==> src/rtl/mac_operand_sequencer_pkg.sv <==
// ---------------------------------------------------------------------------
// mac_seq_pkg
//   Shared types and default sizes for the MAC operand sequencer.
//   - state_t      : sequencer FSM states
//   - MAC_DATA_W   : default operand width (matches the 11x11 MAC inputs)
//   - MAC_DEPTH    : default entries per operand bank (maximum vector length)
//   - MAC_RESULT_W : width of the MAC accumulator / captured result
// ---------------------------------------------------------------------------
package mac_seq_pkg;

    typedef enum logic [1:0] {
        IDLE   = 2'd0,
        CLEAR  = 2'd1,
        STREAM = 2'd2,
        DONE   = 2'd3
    } state_t;

    localparam int MAC_DATA_W   = 11;
    localparam int MAC_DEPTH    = 8;
    localparam int MAC_RESULT_W = 2 * MAC_DATA_W;

endpackage

==> src/rtl/mac_operand_sequencer_if.sv <==
// ---------------------------------------------------------------------------
// mac_operand_sequencer_if
//   Bundles the host write port, run control and the MAC-facing operand
//   outputs of the sequencer.
//   - master : host / MAC side (drives wr_*, len, start, mac_sum)
//   - slave  : sequencer side (drives busy, k_out, l_out, acc_clr,
//              pair_valid, done, result, result_valid)
//   With MAC_OPERAND_SEQUENCER_RESULT_CAPTURE_EN defined the interface also
//   carries mac_sum, result and result_valid.
// ---------------------------------------------------------------------------
interface mac_operand_sequencer_if
    import mac_seq_pkg::*;
#(
    parameter int DATA_W = MAC_DATA_W,
    parameter int ADDR_W = $clog2(MAC_DEPTH)
);
    logic              wr_en;
    logic              wr_sel;
    logic [ADDR_W-1:0] wr_addr;
    logic [DATA_W-1:0] wr_data;
    logic [ADDR_W:0]   len;
    logic              start;
    logic              busy;
    logic [DATA_W-1:0] k_out;
    logic [DATA_W-1:0] l_out;
    logic              acc_clr;
    logic              pair_valid;
    logic              done;
`ifdef MAC_OPERAND_SEQUENCER_RESULT_CAPTURE_EN
    logic [2*DATA_W-1:0] mac_sum;
    logic [2*DATA_W-1:0] result;
    logic                result_valid;

    modport master (
        output wr_en, wr_sel, wr_addr, wr_data, len, start, mac_sum,
        input  busy, k_out, l_out, acc_clr, pair_valid, done, result, result_valid
    );
    modport slave (
        input  wr_en, wr_sel, wr_addr, wr_data, len, start, mac_sum,
        output busy, k_out, l_out, acc_clr, pair_valid, done, result, result_valid
    );
`else
    modport master (
        output wr_en, wr_sel, wr_addr, wr_data, len, start,
        input  busy, k_out, l_out, acc_clr, pair_valid, done
    );
    modport slave (
        input  wr_en, wr_sel, wr_addr, wr_data, len, start,
        output busy, k_out, l_out, acc_clr, pair_valid, done
    );
`endif

endinterface

==> src/rtl/mac_operand_sequencer_bank.sv <==
// ---------------------------------------------------------------------------
// mac_operand_bank
//   DEPTH x DATA_W operand register file, one write port, one registered
//   read port, asynchronous clear of every entry.
//   Ports:
//     clock, reset       : system clock, async active-high clear
//     wr_en/addr/data    : write port (takes effect on the clock edge)
//     rd_en, rd_addr     : read request; rd_data is 0 when rd_en is low
//     rd_data            : registered read data (drives the MAC operand)
// ---------------------------------------------------------------------------
module mac_operand_bank
    import mac_seq_pkg::*;
#(
    parameter int DATA_W = MAC_DATA_W,
    parameter int DEPTH  = MAC_DEPTH,
    parameter int ADDR_W = $clog2(DEPTH)
) (
    input  logic              clock,
    input  logic              reset,
    input  logic              wr_en,
    input  logic [ADDR_W-1:0] wr_addr,
    input  logic [DATA_W-1:0] wr_data,
    input  logic              rd_en,
    input  logic [ADDR_W-1:0] rd_addr,
    output logic [DATA_W-1:0] rd_data
);

    logic [DATA_W-1:0] mem_q [DEPTH];
    logic [DATA_W-1:0] mem_d [DEPTH];
    logic [DATA_W-1:0] rd_data_q, rd_data_d;

    // NOTE: every signal assigned in always_comb gets its default first, so no
    // path leaves it unassigned and no latch is inferred.
    always_comb begin
        mem_d = mem_q;
        if (wr_en) begin
            mem_d[wr_addr] = wr_data;
        end
        // Gating the read to 0 makes the read register double as the
        // zero-when-idle operand register.
        rd_data_d = rd_en ? mem_q[rd_addr] : '0;
    end

    // NOTE: the banks must read 0 after reset, so every entry is on the async
    // clear; this array therefore maps to flops, not to a reset-less RAM.
    // NOTE: sequential state is updated with non-blocking assignments only, so
    // every flop samples the pre-edge value of every other flop.
    always_ff @(posedge clock or posedge reset) begin
        if (reset) begin
            for (int i = 0; i < DEPTH; i++) begin
                mem_q[i] <= '0;
            end
            rd_data_q <= '0;
        end else begin
            mem_q     <= mem_d;
            rd_data_q <= rd_data_d;
        end
    end

    assign rd_data = rd_data_q;

endmodule

==> src/rtl/mac_operand_sequencer.sv <==
// ---------------------------------------------------------------------------
// mac_operand_sequencer
//   Upstream feeder for an 11x11 multiply-accumulate stage. On start it
//   clears the MAC for one cycle, streams len operand pairs (one per clock)
//   from the K and L banks, then pulses done. Operands are 0 whenever no
//   pair is being streamed so the free-running MAC holds its sum.
//   Ports:
//     clock, reset : system clock, async active-high reset
//     bus (slave)  : host write port, len/start, busy, k_out/l_out,
//                    acc_clr, pair_valid, done
//   Optional: MAC_OPERAND_SEQUENCER_RESULT_CAPTURE_EN adds mac_sum input and
//   result/result_valid outputs that capture the final MAC sum after done.
// ---------------------------------------------------------------------------
module mac_operand_sequencer
    import mac_seq_pkg::*;
#(
    parameter int DATA_W = MAC_DATA_W,
    parameter int DEPTH  = MAC_DEPTH,
    parameter int ADDR_W = $clog2(DEPTH)
) (
    input  logic                   clock,
    input  logic                   reset,
    mac_operand_sequencer_if.slave bus
);

    localparam logic [ADDR_W:0] DEPTH_LEN = (ADDR_W + 1)'(DEPTH);

    state_t            state_q, state_d;
    logic [ADDR_W-1:0] idx_q, idx_d;
    logic [ADDR_W:0]   len_q, len_d;
    logic              acc_clr_q, acc_clr_d;
    logic              pair_valid_q, pair_valid_d;
    logic              done_q, done_d;
    logic              busy_q, busy_d;

    // Outputs trail the state by one register stage. A new run (or a bank
    // write) is accepted only once the DONE outputs have retired, so the
    // visible busy covers every cycle in which requests are ignored.
    logic accept;
    logic stream_last;
    logic rd_en;
    assign accept      = (state_q == IDLE) && !busy_q;
    assign stream_last = (({1'b0, idx_q} + (ADDR_W + 1)'(1)) == len_q);
    assign rd_en       = (state_q == STREAM);

    always_comb begin
        state_d = state_q;
        idx_d   = idx_q;
        len_d   = len_q;
        unique case (state_q)
            IDLE: begin
                if (bus.start && accept) begin
                    len_d   = (bus.len > DEPTH_LEN) ? DEPTH_LEN : bus.len;
                    idx_d   = '0;
                    state_d = CLEAR;
                end
            end
            CLEAR:   state_d = (len_q != '0) ? STREAM : DONE;
            STREAM: begin
                if (stream_last) begin
                    state_d = DONE;
                end else begin
                    idx_d = idx_q + 1'b1;
                end
            end
            DONE:    state_d = IDLE;
            default: state_d = IDLE;
        endcase

        acc_clr_d    = (state_q == CLEAR);
        pair_valid_d = (state_q == STREAM);
        done_d       = (state_q == DONE);
        busy_d       = (state_q != IDLE);
    end

    always_ff @(posedge clock or posedge reset) begin
        if (reset) begin
            state_q      <= IDLE;
            idx_q        <= '0;
            len_q        <= '0;
            acc_clr_q    <= 1'b0;
            pair_valid_q <= 1'b0;
            done_q       <= 1'b0;
            busy_q       <= 1'b0;
        end else begin
            state_q      <= state_d;
            idx_q        <= idx_d;
            len_q        <= len_d;
            acc_clr_q    <= acc_clr_d;
            pair_valid_q <= pair_valid_d;
            done_q       <= done_d;
            busy_q       <= busy_d;
        end
    end

    assign bus.acc_clr    = acc_clr_q;
    assign bus.pair_valid = pair_valid_q;
    assign bus.done       = done_q;
    assign bus.busy       = busy_q;

    // The bank read registers are the k_out/l_out output registers; reads are
    // issued from the STREAM state so data lands in the same cycle as
    // pair_valid.
    mac_operand_bank #(.DATA_W(DATA_W), .DEPTH(DEPTH), .ADDR_W(ADDR_W)) u_k_bank (
        .clock   (clock),
        .reset   (reset),
        .wr_en   (bus.wr_en && accept && !bus.wr_sel),
        .wr_addr (bus.wr_addr),
        .wr_data (bus.wr_data),
        .rd_en   (rd_en),
        .rd_addr (idx_q),
        .rd_data (bus.k_out)
    );

    mac_operand_bank #(.DATA_W(DATA_W), .DEPTH(DEPTH), .ADDR_W(ADDR_W)) u_l_bank (
        .clock   (clock),
        .reset   (reset),
        .wr_en   (bus.wr_en && accept && bus.wr_sel),
        .wr_addr (bus.wr_addr),
        .wr_data (bus.wr_data),
        .rd_en   (rd_en),
        .rd_addr (idx_q),
        .rd_data (bus.l_out)
    );

`ifdef MAC_OPERAND_SEQUENCER_RESULT_CAPTURE_EN
    localparam int RES_W = 2 * DATA_W;

    logic [RES_W-1:0] result_q, result_d;
    logic             result_valid_q, result_valid_d;

    // done is high in the cycle the MAC sum becomes final, so the capture
    // happens on the edge that ends that cycle.
    always_comb begin
        result_d       = done_q ? bus.mac_sum : result_q;
        result_valid_d = done_q;
    end

    always_ff @(posedge clock or posedge reset) begin
        if (reset) begin
            result_q       <= '0;
            result_valid_q <= 1'b0;
        end else begin
            result_q       <= result_d;
            result_valid_q <= result_valid_d;
        end
    end

    assign bus.result       = result_q;
    assign bus.result_valid = result_valid_q;
`endif

endmodule

==> src/flat_wrapper.sv <==
// flat-port wrapper written by rule: the top's interface ports become plain ports
module mac_operand_sequencer_flat import mac_seq_pkg::*;
#(
    parameter int DATA_W = MAC_DATA_W,
    parameter int DEPTH  = MAC_DEPTH,
    parameter int ADDR_W = $clog2(DEPTH)
)
  (clock, reset, bus_wr_en, bus_wr_sel, bus_wr_addr, bus_wr_data, bus_len, bus_start, bus_busy, bus_k_out, bus_l_out, bus_acc_clr, bus_pair_valid, bus_done);
  mac_operand_sequencer_if #(.DATA_W(DATA_W), .ADDR_W(ADDR_W)) bus_i ();
  input  logic clock;
  input  logic reset;
  input wire logic [$bits(bus_i.wr_en)-1:0] bus_wr_en;
  input wire logic [$bits(bus_i.wr_sel)-1:0] bus_wr_sel;
  input wire logic [$bits(bus_i.wr_addr)-1:0] bus_wr_addr;
  input wire logic [$bits(bus_i.wr_data)-1:0] bus_wr_data;
  input wire logic [$bits(bus_i.len)-1:0] bus_len;
  input wire logic [$bits(bus_i.start)-1:0] bus_start;
  output wire logic [$bits(bus_i.busy)-1:0] bus_busy;
  output wire logic [$bits(bus_i.k_out)-1:0] bus_k_out;
  output wire logic [$bits(bus_i.l_out)-1:0] bus_l_out;
  output wire logic [$bits(bus_i.acc_clr)-1:0] bus_acc_clr;
  output wire logic [$bits(bus_i.pair_valid)-1:0] bus_pair_valid;
  output wire logic [$bits(bus_i.done)-1:0] bus_done;
  assign bus_i.wr_en = bus_wr_en;
  assign bus_i.wr_sel = bus_wr_sel;
  assign bus_i.wr_addr = bus_wr_addr;
  assign bus_i.wr_data = bus_wr_data;
  assign bus_i.len = bus_len;
  assign bus_i.start = bus_start;
  assign bus_busy = bus_i.busy;
  assign bus_k_out = bus_i.k_out;
  assign bus_l_out = bus_i.l_out;
  assign bus_acc_clr = bus_i.acc_clr;
  assign bus_pair_valid = bus_i.pair_valid;
  assign bus_done = bus_i.done;
  mac_operand_sequencer #(.DATA_W(DATA_W), .DEPTH(DEPTH), .ADDR_W(ADDR_W)) u_core (.clock(clock), .reset(reset), .bus(bus_i));
endmodule
==> config.mk <==
export PLATFORM = sky130hd
export DESIGN_NAME = mac_operand_sequencer_flat
export DESIGN_NICKNAME = d
export VERILOG_FILES = /design/src/rtl/mac_operand_sequencer_pkg.sv /design/src/rtl/mac_operand_sequencer_if.sv /design/src/rtl/mac_operand_sequencer_bank.sv /design/src/rtl/mac_operand_sequencer.sv /design/src/flat_wrapper.sv
export SDC_FILE = /design/constraint.sdc
export NUM_CORES = 1
export LEC_CHECK = 0
export ABC_AREA = 0
export CAP_MARGIN = 25
export CORE_MARGIN = 2
export CORE_UTILIZATION = 30
export DETAILED_ROUTE_END_ITERATION = 10
export GPL_TIMING_DRIVEN = 0
export PLACE_DENSITY_LB_ADDON = 0.12
export REMOVE_ABC_BUFFERS = 1
export SLEW_MARGIN = 40
export SYNTH_ARGS = -nofsm -noshare
export SYNTH_HDL_FRONTEND = slang
export SYNTH_SLANG_ARGS = --single-unit
==> constraint.sdc <==
create_clock -name clock -period 11 [get_ports clock]
set_clock_uncertainty 0.15 [all_clocks]
set_input_delay 3.3 -clock clock [delete_from_list [all_inputs] [get_ports clock]]
set_output_delay 3.3 -clock clock [all_outputs]
set_load 0.1 [all_outputs]
==> flow_summary.toml <==
[power_and_ir_drop]
p_int_uw = 1793
ir_drop_uv = 102.3
p_sw_frac = 0.3226
combPwrFrac = 0.283
p_seq_frac = 0.408
leakage_uw = 0.005144
p_switching_uw = 853.7
power_density_nw_per_um2 = 238.4
clkPwrFrac = 0.309

[placed_design]
dpl_worst_slack_ps = 5067
io_buffers = 48
dpl.hpwl_mm = 13.70
gp_congestion = 0.7685

[critical_path]
critPathRequiredTime_ps = 11250
crit_family = "simple AND/OR/NAND/NOR gates"
start_kind = "input port"
path_buf_inv = 1
cp_max_fo = 11
slowest_stage = "nand3b_1"
arrival_ps = 5650
slowest_delay_ps = 650
cp-end-kind = "flip-flop"
path_cells = "clkdlybuf4s50_1, nor3b_1, nor3b_2, nand3b_1, mux2_1"
r2r_slack_ps = 8160
timing_worst_setup_path_type = "input port to flip-flop"

[timing]
setup_ws_ps = 5599
maxSlewHeadroom = 0.4397
max_freq_mhz = 185.1
hold_violations = 0
finalCriticalPeriod_ps = 5401
finalCritPeriodShare = 0.4910
max_slew.worst_pin.slew_ps = 837.9
hold_slack_ps = 340.2
grt_setup_unrepaired = "false"
slew_viol_final = 0
setup_viol = 0

[clock_network]
cts_tree = "yes"
clockRootBuffer = "clkbuf_16"
cts.htree.levels = 1
postCtsSetupBuffers = 0
clock_path_buffers = 3
worstSkewPairLatency_ps = 520
cts_resized = 0
clock_sinks = 211
cts.clk_slew.worst_paths_ps = 60
cts_buffers = 25
postCtsHoldBufs = 0

[global_route]
overflow = 0
grt_pass1_wl_mm = 34.90
track_usage = 0.1398
antenna_found_initial = 0
grt_pass1_vias = 5671
grt_start_max_net_pins = 75

[synthesis]
ys_seq_elements = 211
synth.cell_area_um2 = 9358
synth_flop_cell = "dfrtp_1"
yosysTopAreaCell = "dfrtp_1"
avgSynthCellArea_um2 = 15.39
synthCells = 608
synth.area.top_cells = "dfrtp_1, mux2_2, mux4_2"
synth_edf_count = 0
synth.yosys.seq_area_share = 0.5642
yosys.area.top_type_share = 0.5642
synth_warnings = 0
synth_cell_type_count = 43
synthArstFlopShare = 1.000

[finish]
nFillCells = 2882
area_growth_pct = 18.62
seqCellArea_um2 = 5291
multi_input_area_um2 = 3936
drive_above_1_share = 0.4498
nets = 677
n_antenna_cell = 0

[routing]
viasPerCell = 4.862
num_vias = 5168
drtIter0Drc = 202
wl_per_cell_um = 20.82
firstDrtPassIters = 4
wirelength_mm = 22.13
drc_errors = 0
drtAntennaViolNets = 0

[job]
maxCapViolations = 0

[floorplan]
dieArea_um2 = 32620
io_pins = 49
start_util = 0.3051
die_y_um = 180.6
dieWidth_um = 180.6
row_count = 64
core-area_um2 = 30670

[run_status]
outcome = "completed"

[min_path]
hold_class = "flip-flop to flip-flop"
## stage by stage
step                      instances  TNS [ps]  total power (µW)    util  cell area [µm²]
after global placement         1006   -152940              1832  0.3303            10130
after detailed placement       1017         0              1857  0.3345            10260
after CTS                      1063         0              2693  0.3612            11080
after floorplan                 562         0              1630       -             9154
after global routing           1063         0              2798  0.3619            11100
final                          1063         0              2646  0.3619            11100
## cell usage in the layout, fill, tap and decap left out, types with 3 or more instances in the layout
cell type	netlist	routed
clkdlybuf4s50_1	0	22
nor2_1	34	25
o21ai_0	5	5
or3_1	3	3
nor2_4	0	9
mux2i_1	23	23
buf_2	22	27
clkbuf_16	0	25
mux2_1	20	20
clkbuf_1	23	8
ha_1	6	6
dfrtp_1	211	208
dfrtp_4	0	3
mux4_2	41	41
buf_4	1	3
inv_1	5	4
nand2_1	9	9
clkinv_2	0	6
clkbuf_8	0	5
mux4_1	3	3
buf_12	0	4
nand2b_1	7	6
mux2_2	160	160
## metal layers
| layer | vias up | track usage | wire, µm |
|---|---|---|---|
| li1 | 2292 | - | - |
| met1 | 2782 | 0.1964 | 10440 |
| met2 | 73 | 0.2282 | 10590 |
| met3 | 21 | 0.02264 | 795 |
| met4 | 0 | 0.03065 | 306 |
| met5 | - | 0 | 0 |
## synthesized netlist by cell type, types with 2 or more instances
master	instances
mux2_2	160
xor2_1	2
mux4_1	3
clkbuf_1	23
nand2b_1	7
o21ai_0	5
and3_1	2
dfrtp_1	211
inv_1	5
nand3_1	3
or3_1	3
nand3b_1	2
nand2_1	9
nor3_1	2
a21oi_1	2
buf_2	22
ha_1	6
mux2_1	20
mux2i_1	23
mux4_2	41
a211oi_1	2
nor2_1	34
## path summary, 6_finish.rpt
path | from | endpoint | cells past startpoint
max in group asynchronous | reset | u_core.u_l_bank.mem_q[34]$_DFFE_PP0P_ | 4
max | bus_wr_en | u_core.u_k_bank.mem_q[62]$_DFFE_PP0P_ | 5
min reg2reg | u_core.u_l_bank.mem_q[83]$_DFFE_PP0P_ | u_core.u_l_bank.mem_q[83]$_DFFE_PP0P_ | 1
min | u_core.u_l_bank.mem_q[83]$_DFFE_PP0P_ | u_core.u_l_bank.mem_q[83]$_DFFE_PP0P_ | 1
max reg2reg | u_core.state_q[0]$_DFFE_PP0P_ | u_core.u_k_bank.mem_q[62]$_DFFE_PP0P_ | 6
min in group asynchronous | reset | u_core.u_k_bank.mem_q[82]$_DFFE_PP0P_ | 2
## state kept, by name (all words and copies together), names as in the netlist
register	count
u_core.bus.acc_clr	1
u_core.bus.busy	1
u_core.bus.done	1
u_core.bus.pair_valid	1
u_core.idx_q	3
u_core.len_q	4
u_core.state_q	2
u_core.u_k_bank.mem_q	88
u_core.u_k_bank.rd_data	11
u_core.u_l_bank.mem_q	88
u_core.u_l_bank.rd_data	11
## power groups by stage
| stage | clock network, µW | registers, µW | logic, µW |
|---|---|---|---|
| 2_1_floorplan | 0 | 1220 | 415 |
| 3_3_place_gp | 0 | 1150 | 684 |
| 3_5_place_dp | 0 | 1100 | 761 |
| 4_1_cts | 846 | 1080 | 764 |
| 5_1_grt | 884 | 1100 | 810 |
| 6_report | 818 | 1080 | 749 |
## layout make-up
cell class	count	share of cell area
clock buffers	38	0.06526
clock inverters	8	0.008454
inverters	6	0.002818
multi-input cells	345	0.3546
flip-flops and latches	211	0.4767
well taps	396	0.04463
repair buffers	59	0.04757
## cells by family (layout without fill, tap and decap cells)
group                    after synthesis  count (layout)  share of synthesized area
adder cells (fa/ha/maj)                6               6                   0.008022
multiplexers                         247             247                     0.3483
buffers and inverters                 52             111                    0.02420
XOR/XNOR                               3               3                   0.002808
flip-flops                           211             211                     0.5642
AND/OR/NAND/NOR                       72              72                    0.03891
AO/OA/AOI/OAI                         17              17                    0.01350
Power figures use the tool's default switching activity.
